### src/rtl/cdc_pkg.sv
// -----------------------------------------------------------------------------
// cdc_pkg
// Shared definitions for the four-phase req/ack clock-domain crossing.
//   state_e     : sender FSM encoding (IDLE / REQ / DROP)
//   ERR_*       : bit positions inside the sticky error vector
//   cnt_width() : width of a saturating wait counter able to hold 0..t
// -----------------------------------------------------------------------------
package cdc_pkg;

    typedef enum logic [1:0] {
        ST_IDLE = 2'd0,
        ST_REQ  = 2'd1,
        ST_DROP = 2'd2
    } state_e;

    localparam int unsigned ERR_TIMEOUT = 0;
    localparam int unsigned ERR_PROTO   = 1;
    localparam int unsigned ERR_BITS    = 2;

    // A zero limit still needs a 1-bit counter so the vector stays legal.
    function automatic int unsigned cnt_width(input int unsigned t);
        return (t == 0) ? 1 : $clog2(t + 1);
    endfunction

endpackage : cdc_pkg

### src/rtl/sync_ff_chain.sv
// -----------------------------------------------------------------------------
// sync_ff_chain
// N-stage single-bit synchronizer. The first flop may go metastable; the
// remaining STAGES-1 flops give it time to resolve. STAGES must be >= 2.
// Ports:
//   clk_i  : destination clock
//   rst_ni : asynchronous active-low reset (all stages clear to 0)
//   d_i    : asynchronous input bit
//   q_o    : synchronized output (last stage)
// -----------------------------------------------------------------------------
module sync_ff_chain #(
    parameter int unsigned STAGES = 2
) (
    input  logic clk_i,
    input  logic rst_ni,
    input  logic d_i,
    output logic q_o
);

    logic [STAGES-1:0] sync_q;

    always_ff @(posedge clk_i or negedge rst_ni) begin
        if (!rst_ni) begin
            sync_q <= '0;
        end else begin
            sync_q <= {sync_q[STAGES-2:0], d_i};
        end
    end

    assign q_o = sync_q[STAGES-1];

endmodule : sync_ff_chain

### src/rtl/cdc_req_sender.sv
// -----------------------------------------------------------------------------
// cdc_req_sender
// Source-domain launcher of a four-phase req/ack crossing. A word accepted on
// the valid/ready interface is held on data_hold while req is raised; the
// next word is accepted only after the synchronized ack has risen and fallen.
// Ports:
//   clk_src   : source clock
//   rst_n     : asynchronous active-low reset
//   in_valid  : upstream word available
//   in_ready  : block can accept a word (state is IDLE)
//   in_data   : upstream word
//   req       : registered level request to the destination domain
//   data_hold : registered held word, stable while req or ack is pending
//   ack_async : raw acknowledge from the destination domain
//   busy      : a transfer is in progress
//   err       : sticky flags, [0] timeout, [1] protocol violation
//   err_clr   : single-cycle clear of err (a simultaneous set wins)
// -----------------------------------------------------------------------------
module cdc_req_sender
    import cdc_pkg::*;
#(
    parameter int unsigned BITS_WIDTH     = 5,
    parameter int unsigned SYNC_STAGES    = 2,
    parameter int unsigned TIMEOUT_CYCLES = 255
) (
    input  logic                  clk_src,
    input  logic                  rst_n,
    input  logic                  in_valid,
    output logic                  in_ready,
    input  logic [BITS_WIDTH-1:0] in_data,
    output logic                  req,
    output logic [BITS_WIDTH-1:0] data_hold,
    input  logic                  ack_async,
    output logic                  busy,
    output logic [ERR_BITS-1:0]   err,
    input  logic                  err_clr
);

    localparam int unsigned CNT_W = cnt_width(TIMEOUT_CYCLES);
    localparam logic [CNT_W-1:0] CNT_LIMIT = CNT_W'(TIMEOUT_CYCLES);
    localparam bit TIMEOUT_EN = (TIMEOUT_CYCLES != 0);

    logic                  ack_sync;

    state_e                state_q, state_d;
    logic                  req_q, req_d;
    logic [BITS_WIDTH-1:0] data_q, data_d;
    logic [CNT_W-1:0]      cnt_q, cnt_d;
    logic [ERR_BITS-1:0]   err_q, err_d;
    logic                  waiting;
    logic                  timeout_hit;

    sync_ff_chain #(
        .STAGES (SYNC_STAGES)
    ) u_ack_sync (
        .clk_i  (clk_src),
        .rst_ni (rst_n),
        .d_i    (ack_async),
        .q_o    (ack_sync)
    );

    always_ff @(posedge clk_src or negedge rst_n) begin
        if (!rst_n) begin
            state_q <= ST_IDLE;
            req_q   <= 1'b0;
            data_q  <= '0;
            cnt_q   <= '0;
            err_q   <= '0;
        end else begin
            state_q <= state_d;
            req_q   <= req_d;
            data_q  <= data_d;
            cnt_q   <= cnt_d;
            err_q   <= err_d;
        end
    end

    always_comb begin
        state_d     = state_q;
        req_d       = req_q;
        data_d      = data_q;
        cnt_d       = cnt_q;
        err_d       = err_q;
        waiting     = 1'b0;
        timeout_hit = 1'b0;

        unique case (state_q)
            ST_IDLE: begin
                if (in_valid) begin
                    state_d = ST_REQ;
                    req_d   = 1'b1;
                    data_d  = in_data;
                    cnt_d   = '0;
                end
            end
            ST_REQ: begin
                if (ack_sync) begin
                    state_d = ST_DROP;
                    req_d   = 1'b0;
                    cnt_d   = '0;
                end else begin
                    waiting = 1'b1;
                end
            end
            ST_DROP: begin
                if (!ack_sync) begin
                    state_d = ST_IDLE;
                    cnt_d   = '0;
                end else begin
                    waiting = 1'b1;
                end
            end
            default: begin
                state_d = ST_IDLE;
                req_d   = 1'b0;
                cnt_d   = '0;
            end
        endcase

        // Saturate at the limit; the FSM keeps waiting so the handshake
        // can never be abandoned half way.
        if (waiting && (cnt_q < CNT_LIMIT)) begin
            cnt_d = cnt_q + 1'b1;
        end
        if (TIMEOUT_EN && waiting && (cnt_d == CNT_LIMIT)) begin
            timeout_hit = 1'b1;
        end

        // Clear first so a set in the same cycle overrides it.
        if (err_clr) begin
            err_d = '0;
        end
        if (timeout_hit) begin
            err_d[ERR_TIMEOUT] = 1'b1;
        end
        if ((state_q == ST_IDLE) && ack_sync) begin
            err_d[ERR_PROTO] = 1'b1;
        end
    end

    assign in_ready  = (state_q == ST_IDLE);
    assign busy      = (state_q != ST_IDLE);
    assign req       = req_q;
    assign data_hold = data_q;
    assign err       = err_q;

endmodule : cdc_req_sender

### config.mk
export PLATFORM = sky130hd
export DESIGN_NAME = cdc_req_sender
export DESIGN_NICKNAME = d
export VERILOG_FILES = /design/src/rtl/cdc_pkg.sv /design/src/rtl/sync_ff_chain.sv /design/src/rtl/cdc_req_sender.sv
export SDC_FILE = /design/constraint.sdc
export NUM_CORES = 1
export LEC_CHECK = 0
export ABC_AREA = 0
export CAP_MARGIN = 20
export CORE_ASPECT_RATIO = 0.6
export CORE_UTILIZATION = 40
export DETAILED_ROUTE_END_ITERATION = 10
export PLACE_DENSITY = 0.65
export RECOVER_POWER = 50
export SYNTH_ARGS = -nofsm -noshare
export SYNTH_HDL_FRONTEND = slang
export SYNTH_SLANG_ARGS = --single-unit
export TNS_END_PERCENT = 5
### constraint.sdc
create_clock -name clk_src -period 3.7 [get_ports clk_src]
set_clock_uncertainty 0.05 [all_clocks]
set_input_delay 0.925 -clock clk_src [delete_from_list [all_inputs] [get_ports clk_src]]
set_output_delay 0.925 -clock clk_src [all_outputs]
set_load 0.005 [all_outputs]
== After elaboration in Yosys (flattened, before gate mapping) ==
Cells that the tools add are included.

* Add/sub/neg operators: 1
* Order comparisons: 1
* Equality and inequality tests: 6
* Multiplexer cells: 19
* Bitwise gates (word level): 1
* Reduce and logical (&&, ||, !) cells: 10

{| class="wikitable"
|+ Operator list
! operator !! count
|-
| 8-bit 2-to-1 mux || 4
|-
| 8-bit case mux with 3 select lines || 1
|-
| 8-bit by 1-bit adder with 8-bit output (second input constant) || 1
|-
| 8-bit equality test (second input constant) || 1
|-
| 8-bit < comparator (second input constant) || 1
|-
| 2-bit 2-to-1 mux || 4
|-
| 1-bit 2-to-1 mux || 7
|-
| 2-bit case mux with 3 select lines || 1
|-
| 3-bit AND reduction || 2
|-
| 2-bit nonzero test || 3
|-
| 2-bit != test (second input constant) || 2
|-
| 1-bit logical AND || 3
|-
| 1-bit case mux with 3 select lines || 1
|-
| 2-bit by 1-bit equality test with 1-bit output (second input constant) || 1
|-
| 2-bit equality test (second input constant) || 1
|-
| 2-bit logical NOT || 1
|-
| 2-bit by 1-bit != test with 1-bit output (second input constant) || 1
|-
| 1-bit case mux with 2 select lines || 1
|-
| 2-bit AND reduction || 1
|-
| 1-bit NOT || 1
|}

* Flip-flop bits (word level): 20
* Input bits: 10

== Depth between registers and ports, before layout ==
* Depth in word-level cells: 8
* Mapped depth: 7
* Depth with buffers taken out: 7

== Hierarchy ==
From an unflattened synthesis, not the netlist that was laid out.

* Cells, all modules: 104
* Area total of the unflattened synthesis: 1056.0 µm²

{| class="wikitable"
|+ Modules (own cells, without submodules)
! module !! instances !! cells an instance !! area an instance (µm²) !! seq. area each (µm²)
|-
| cdc_req_sender || 1 || 102 || 1006.0 || 450.4
|-
| sync_ff_chain || 1 || 2 || 50.0 || 50.0
|}

== Worst setup path after synthesis ==
Ideal clock, no wire load.

* Path kind: input -> register
* Start point: input in_valid
* End point: register err_q[0] (netlist: err[0])
* Library setup time: 122 ps
* Arrival time: 1921 ps
* Data required time: 3528 ps
* Setup slack: 1607 ps
* Cell stages on the path: 6
* Buffers on the path: 0
* Cells stage by stage: nand2b_1 > a32oi_4 > o22ai_1 > a21o_1 > and3_1 > a32o_1

* Longest elaborated chain between the ends: 7

{| class="wikitable"
|+ Ends and longest elaborated chain
! element !! line !! RTL
|-
| from (decl) || cdc_req_sender.sv:28 || <nowiki>input logic in_valid,</nowiki>
|-
| 8-bit 2-to-1 mux * || cdc_req_sender.sv:89 || <nowiki>if (in_valid) begin</nowiki>
|-
| 8-bit case mux with 3 select lines * || cdc_req_sender.sv:87 || <nowiki>unique case (state_q)</nowiki>
|-
| 8-bit 2-to-1 mux * || cdc_req_sender.sv:122 || <nowiki>if (waiting && (cnt_q < CNT_LIMIT)) begin</nowiki>
|-
| via cnt_d[6] || cdc_req_sender.sv:48 || <nowiki>logic [CNT_W-1:0] cnt_q, cnt_d;</nowiki>
|-
| 8-bit equality test * || cdc_req_sender.sv:125 || <nowiki>if (TIMEOUT_EN && waiting && (cnt_d == CNT_LIMIT)) begin</nowiki>
|-
| 1-bit logical AND * || cdc_req_sender.sv:125 ||
|-
| 1-bit 2-to-1 mux * || cdc_req_sender.sv:125 ||
|-
| 1-bit 2-to-1 mux / 2-bit nonzero test (equally long branches) || - ||
|-
| to (signal assigned) || cdc_req_sender.sv:74 || <nowiki>err_q <= err_d;</nowiki>
|-
| to (decl) || cdc_req_sender.sv:49 || <nowiki>logic [ERR_BITS-1:0] err_q, err_d;</nowiki>
|}

The timed path passes the listed nets; every way through them passes the cells marked *.
A chain may end at the register's enable or synchronous reset.

== Worst setup path in the final report ==
* Start point: register state_q[1]
* End point: output in_ready

* Longest elaborated chain between the ends: 1

{| class="wikitable"
|+ Ends and longest elaborated chain
! element !! line !! RTL
|-
| from (decl) || cdc_req_sender.sv:45 || <nowiki>state_e state_q, state_d;</nowiki>
|-
| from (signal assigned) || cdc_req_sender.sv:70 || <nowiki>state_q <= state_d;</nowiki>
|-
| 2-bit logical NOT || cdc_req_sender.sv:141 || <nowiki>assign in_ready = (state_q == ST_IDLE);</nowiki>
|-
| to (decl) || cdc_req_sender.sv:29 || <nowiki>output logic in_ready,</nowiki>
|}

No other way between the ends.

==> flow_metrics.py <==
metrics = {
    "synth": {
        "yosys.area.top_type_share_pct": 49.0,
        "synth_edf_count": 0,
        "yosysUniqueCellTypes": 37,
        "synth_warnings": 0,
        "synth_area_leaders": "dfrtp_1 (49%), mux2_2 (5.5%), o21ai_0 (3.4%)",
        "synth_top_flop_cell": "dfrtp_1",
        "syn_area_mm2": 0.00102,
        "ys_seq_area_share_pct": 49.0,
        "ys_ff_latch": 20,
        "yosysTopAreaCell": "dfrtp_1",
        "synthArstFlopShare_pct": 100,
        "synth_area_per_cell_um2": 11.4,
        "syn_nets": 101,
        "synthCells": 90,
    },
    "placement": {
        "numPortBuffers": 19,
        "place.gp.congestion": 0.877,
        "pre_cts_slack_ns": 0.999,
        "placed_area_mm2": 0.00124,
        "hpwl_um": 1510,
    },
    "sta": {
        "rsz0062_at_grt": "no",
        "fmax_mhz": 391,
        "period_share_pct": 69.2,
        "whs_ns": 0.326,
        "hold_viol_final": 0,
        "fin_setup_tns_ns": 0,
        "worst_pin_slew_ns": 0.918,
        "period_minus_slack_ns": 2.56,
        "layout_setup_ws_ns": 1.14,
        "slew-limit-headroom_pct": 38.6,
        "slew_violations": 0,
        "setup_viol": 0,
    },
    "floorplan": {
        "initial_core_util_pct": 44.6,
        "fp.dieH_um": 41.2,
        "dieArea_mm2": 0.00277,
        "core-area_mm2": 0.00229,
        "fp-row-count": 13,
        "die_x_um": 67.3,
        "ios": 20,
    },
    "global_route": {
        "overflow": 0,
        "grt_max_degree": 21,
        "grtUsageTotal_pct": 16.9,
        "grt_pass1_vias": 677,
        "grt_antenna_before_repair": 0,
        "grt_pass1_wl_um": 3180,
    },
    "worst_setup_path": {
        "worstSetupEndpoint": "in_ready",
        "reg2reg_slack_ns": 1.50,
        "reg2regPathDepth": 7,
        "cp.arrival_ns": 1.58,
        "critical_path.reg2reg.endpoint": "err[0]$_DFFE_PN0P_",
        "r2r-start": "cnt_q[0]$_DFF_PN0_",
        "end_kind": "output port",
        "cp.required_ns": 2.72,
        "path_class": "reg -> out",
        "cp-startpoint": "state_q[1]$_DFFE_PN0P_",
        "cp-start-kind": "flip-flop",
        "crit_fanout": 8,
    },
    "clock_network": {
        "cts-root-buf": "clkbuf_8",
        "cts_made_buffers": 3,
        "clk_latency_ns": 0.26,
        "clk_path_buf_depth": 2,
        "clk_pin_slew_ns": 0.07,
        "cts-resized-gates": 0,
        "clkSinkCount": 20,
        "htree_levels": 1,
        "cts_tree": "yes",
        "cts_hold_buf": 0,
        "post_cts_buffers": 0,
    },
    "outcome": {
        "status": "finished, final reports clean",
    },
    "routing": {
        "antenna_left": 0,
        "first_iter_violations": 36,
        "wirelength_um": 1990,
        "drt_first_pass_iters": 4,
        "post_drt_wl_per_cell_um": 14.1,
        "via_per_inst": 5.36,
        "vias": 756,
        "drc": 0,
    },
    "cells_and_area": {
        "fin_nets": 123,
        "area_growth_pct": 28.4,
        "antennaDiodeCount": 0,
        "drive_gt1_share_pct": 14.4,
        "finish.instance_area_mm2": 0.00131,
        "mostFrequentLayoutCells": "dfrtp_1 (20), clkdlybuf4s50_1 (15), o21ai_0 (7)",
        "fillers": 188,
        "multiInputGateArea_um2": 494,
        "final-seq-area_um2": 500,
        "final_common_cell": "dfrtp_1",
    },
    "worst_hold_path": {
        "hold_path_class": "reg -> reg",
    },
    "power_and_ir_drop": {
        "power_w": 0.000925,
        "power_density_mw_per_mm2": 705,
        "vdd_drop_max_v": 0.000273,
        "power.leakage_nw": 0.568,
    },
    "job": {
        "max_cap_viol_count": 0,
    },
}
[flip-flops by register name, summed over array words and instances, names as in the netlist]
| register | cells |
|---|---|
| state_q | 2 |
| err | 2 |
| req | 1 |
| cnt_q | 8 |
| data_hold | 5 |
| u_ack_sync.sync_q | 2 |
[metrics by stage]
stage / utilization [%] / instances
6_report: 57.2 / 141
5_1_grt: 57.2 / 141
4_1_cts: 57.2 / 141
3_5_place_dp: 54.1 / 137
3_3_place_gp: 54.1 / 137
2_1_floorplan: - / 90
[metal layers]
layer	up-vias	track usage (%)	part of all wire, %
met5	-	0	0
met3	4	6.67	5.8
met2	24	24.8	42
met1	359	23.1	51
li1	369	-	-
met4	0	4.79	0.96
[worst min path at each step]
stage	startpoint	end	depth (start not counted)
final	u_ack_sync.sync_q[0]$_DFF_PN0_	u_ack_sync.sync_q[1]$_DFF_PN0_	0
after global routing	u_ack_sync.sync_q[0]$_DFF_PN0_	u_ack_sync.sync_q[1]$_DFF_PN0_	0
after CTS	u_ack_sync.sync_q[0]$_DFF_PN0_	u_ack_sync.sync_q[1]$_DFF_PN0_	0
after detailed placement	u_ack_sync.sync_q[0]$_DFF_PN0_	u_ack_sync.sync_q[1]$_DFF_PN0_	0
after global placement	u_ack_sync.sync_q[0]$_DFF_PN0_	u_ack_sync.sync_q[1]$_DFF_PN0_	0
after floorplan	u_ack_sync.sync_q[0]$_DFF_PN0_	u_ack_sync.sync_q[1]$_DFF_PN0_	0
[cell usage after synthesis, types with 2 or more instances]
cell / count
nor4_1: 2
xor2_1: 3
inv_1: 5
and2_1: 2
mux2_2: 5
a21oi_1: 3
nand2b_1: 4
a21o_1: 3
dfrtp_1: 20
nor2_1: 6
nand2_1: 4
o21ai_0: 7
o2bb2ai_1: 2
[power by group]
| group | internal, W | switching (W) | total (W) |
|---|---|---|---|
| sequential | 0.000278 | 0.0000567 | 0.000335 |
| clock | 0.000144 | 0.0000718 | 0.000216 |
| combinational | 0.000219 | 0.000154 | 0.000373 |
| total | 0.000642 | 0.000283 | 0.000925 |
[cell type report]
cell class / instances / area share [%]
clock buffer: 3 / 3.15
clock inverter: 1 / 2.29
inverter: 5 / 1.43
multi-input combinational: 63 / 37.7
sequential: 20 / 38.1
tap: 30 / 2.86
timing repair buffer: 19 / 14.5
[kinds of logic (layout without fill, tap and decap cells)]
logic type / after synthesis / after routing / share of synthesized area (%)
flops: 20 / 20 / 49.0
xor+xnor: 3 / 3 / 2.57
simple gates: 29 / 29 / 17.6
buf+inv: 7 / 28 / 2.69
mux: 5 / 5 / 5.51
fa+ha+maj: 1 / 1 / 1.22
compound gates: 25 / 25 / 21.4
[worst max-delay path, stage by stage, from the launching register on]
cell and delay [ns]:
dfrtp_1 0.48, nor2_1 0.29, clkdlybuf4s50_1 0.56
Power figures use the tool's default switching activity.
==> edit (same flow settings) <==
`SYNC_STAGES`: 2 -> 4.
--- a/src/rtl/cdc_req_sender.sv
+++ b/src/rtl/cdc_req_sender.sv
@@ -21,5 +21,5 @@
 #(
     parameter int unsigned BITS_WIDTH     = 5,
-    parameter int unsigned SYNC_STAGES    = 2,
+    parameter int unsigned SYNC_STAGES    = 4,
     parameter int unsigned TIMEOUT_CYCLES = 255
 ) (
Behaviour: not the same (Yosys sat finds a counterexample within 4 cycles, from zero or initial values and one cycle with rst_n low).
==> edit against the unedited design <==
Largest power group is now registers; sequential cell count increased by 2; power rose by 2.7%; hold slack got worse by 0.023 ns; first-iteration DRC count rose by 53%; die area grew 13%; via count rose by 19%; register-to-register slack worse by 0.04 ns; critical endpoint is now err[0]$_DFFE_PN0P_; setup slack got worse by 0.018 ns; global-route usage increased by 0.081 points; routed wire length increased by 15%; cell area rose by 8.7%; count of clock-buffer cells in the layout stayed put; area after synthesis up 13%; highest routed layer unchanged.
==> edit: results (changes against the unedited design) <==
FILL cells - 238 (was 188)
Leak - 0.000582 uW (was 0.000568 uW)
Compound-Gate Fraction of Synth Area - 0.187 (was 0.214)
Final nets - 140 (was 123)
cell count after placement - 155 (was 137)
register area - 551 um2 (was 500 um2)
CP Max Fanout - 10 (was 8)
worst IR drop on VDD - 0.000307 V (was 0.000273 V)
placed cell area - 1350 um2 (was 1240 um2)
largest net degree at the start of global routing - 23 (was 21)
total wire length - 2280 um (was 1990 um)
Netlist cell types - 39 (was 37)
reg2reg setup slack - 1.46 ns (was 1.50 ns)
DR vias/cell - 5.63 (was 5.36)
slowest stage delay, CP - 0.53 ns (was 0.56 ns)
1st-iter DRT viols - 55 (was 36)
Final GP Congestion - 0.926 (was 0.877)
Most flops, register - cnt_q (unchanged)
Clk Latency, worst-skew pair - 0.26 ns (about the same)
Tightest Pin Transition - 1.14 ns (was 0.918 ns)
largest cells by area after synthesis - dfrtp_1 47%, mux2_2 6.8%, o21ai_0 3.9% (was dfrtp_1 49%, mux2_2 5.5%, o21ai_0 3.4%)
Seq/Total Area, Yosys - 0.475 (was 0.490)
Hold WS - 0.303 ns (was 0.326 ns)
outcome - finished, final reports clean (unchanged)
critical path's slowest cell - or3b_1 (was clkdlybuf4s50_1)
vias in the first global route - 860 (was 677)
YS warnings - 0 (unchanged)
Avg Cell Area, Syn - 10.6 um2 (was 11.4 um2)
Post-synth top cells - 22 x dfrtp_1, 9 x o21ai_0, 7 x mux2_2, 7 x nand2_1, 6 x inv_1 (was 20 x dfrtp_1, 7 x o21ai_0, 6 x nor2_1)
Post-CTS Setup Inserts - 0 (unchanged)
Syn Nets - 120 (was 101)
arrival time at the worst endpoint - 2.67 ns (was 1.58 ns)
vias - 900 (was 756)
M1 WL - 1130 um (was 1010 um)
global-route wire length before repair - 3970 um (was 3180 um)
fin. max-slew vios - 0 (unchanged)
met3 WL - 166 um (was 115 um)
global router's overall resource usage - 0.170 (was 0.169)
mux cell area share after synthesis - 0.0939 (was 0.0551)
xor-xnor portion of the synthesized cell area - 0.0151 (was 0.0257)
fraction of layout cells with a size suffix above 1 - 0.156 (was 0.144)
Met2 Wirelength - 968 um (was 837 um)
Synth Area in Adders - 0.0108 (was 0.0122)
Sw Share - 0.322 (was 0.306)
[edit: critical path, delay by kind of cell]
kind | cells | cell delay [ns]
AO/OA/AOI/OAI | 3 | 0.55
buffers and inverters | 1 | 0.49
AND/OR/NAND/NOR | 2 | 0.71
[edit: routing by layer]
metal  vias up  global-route usage
met2        24               0.255
met5         -                   0
li1        432                   -
met1       442               0.234
met4         0              0.0431
met3         2              0.0651
[edit: cell families (layout without fill, tap and decap cells)]
group | Yosys count | count (layout)
compound gates | 28 | 28
xor+xnor | 2 | 2
fa+ha+maj | 1 | 1
buf+inv | 11 | 30
flops | 22 | 22
mux | 10 | 10
simple gates | 35 | 35
[edit: path summary, 6_finish.rpt]
path | start | depth (start not counted) | endpoint
setup / recovery | in_valid | 6 | err[0]$_DFFE_PN0P_
hold / removal | u_ack_sync.sync_q[2]$_DFF_PN0_ | 0 | u_ack_sync.sync_q[3]$_DFF_PN0_
setup reg to reg | cnt_q[0]$_DFF_PN0_ | 6 | err[0]$_DFFE_PN0P_
hold reg to reg | u_ack_sync.sync_q[2]$_DFF_PN0_ | 0 | u_ack_sync.sync_q[3]$_DFF_PN0_
max in group asynchronous | rst_n | 2 | u_ack_sync.sync_q[2]$_DFF_PN0_
min in group asynchronous | rst_n | 1 | err[1]$_DFFE_PN0P_
[edit: cell type report]
type                            count  share of cell area
Clock inverter                      1              0.0211
Timing Repair Buffer               20               0.136
Sequential cell                    22               0.386
Inverter                            6              0.0158
Multi-Input combinational cell     76               0.384
Tap cell                           32              0.0281
Clock buffer                        3              0.0289
[edit: per-stage QoR]
step | setup WS [ns] | total power, uW
5_1_grt | 1.05 | 1020
4_1_cts | 1.13 | 960
3_3_place_gp | 0.894 | 721
2_1_floorplan | 1.54 | 592
3_5_place_dp | 0.853 | 730
6_report | 1.12 | 949
[edit: power by group through the flow]
stage                     Clock (uW)  Combinational (uW)  Sequential [uW]
after global placement             0                 350              371
after CTS                        229                 358              373
final                            221                 355              373
after detailed placement           0                 355              375
after floorplan                    0                 248              344
after global routing             243                 393              384
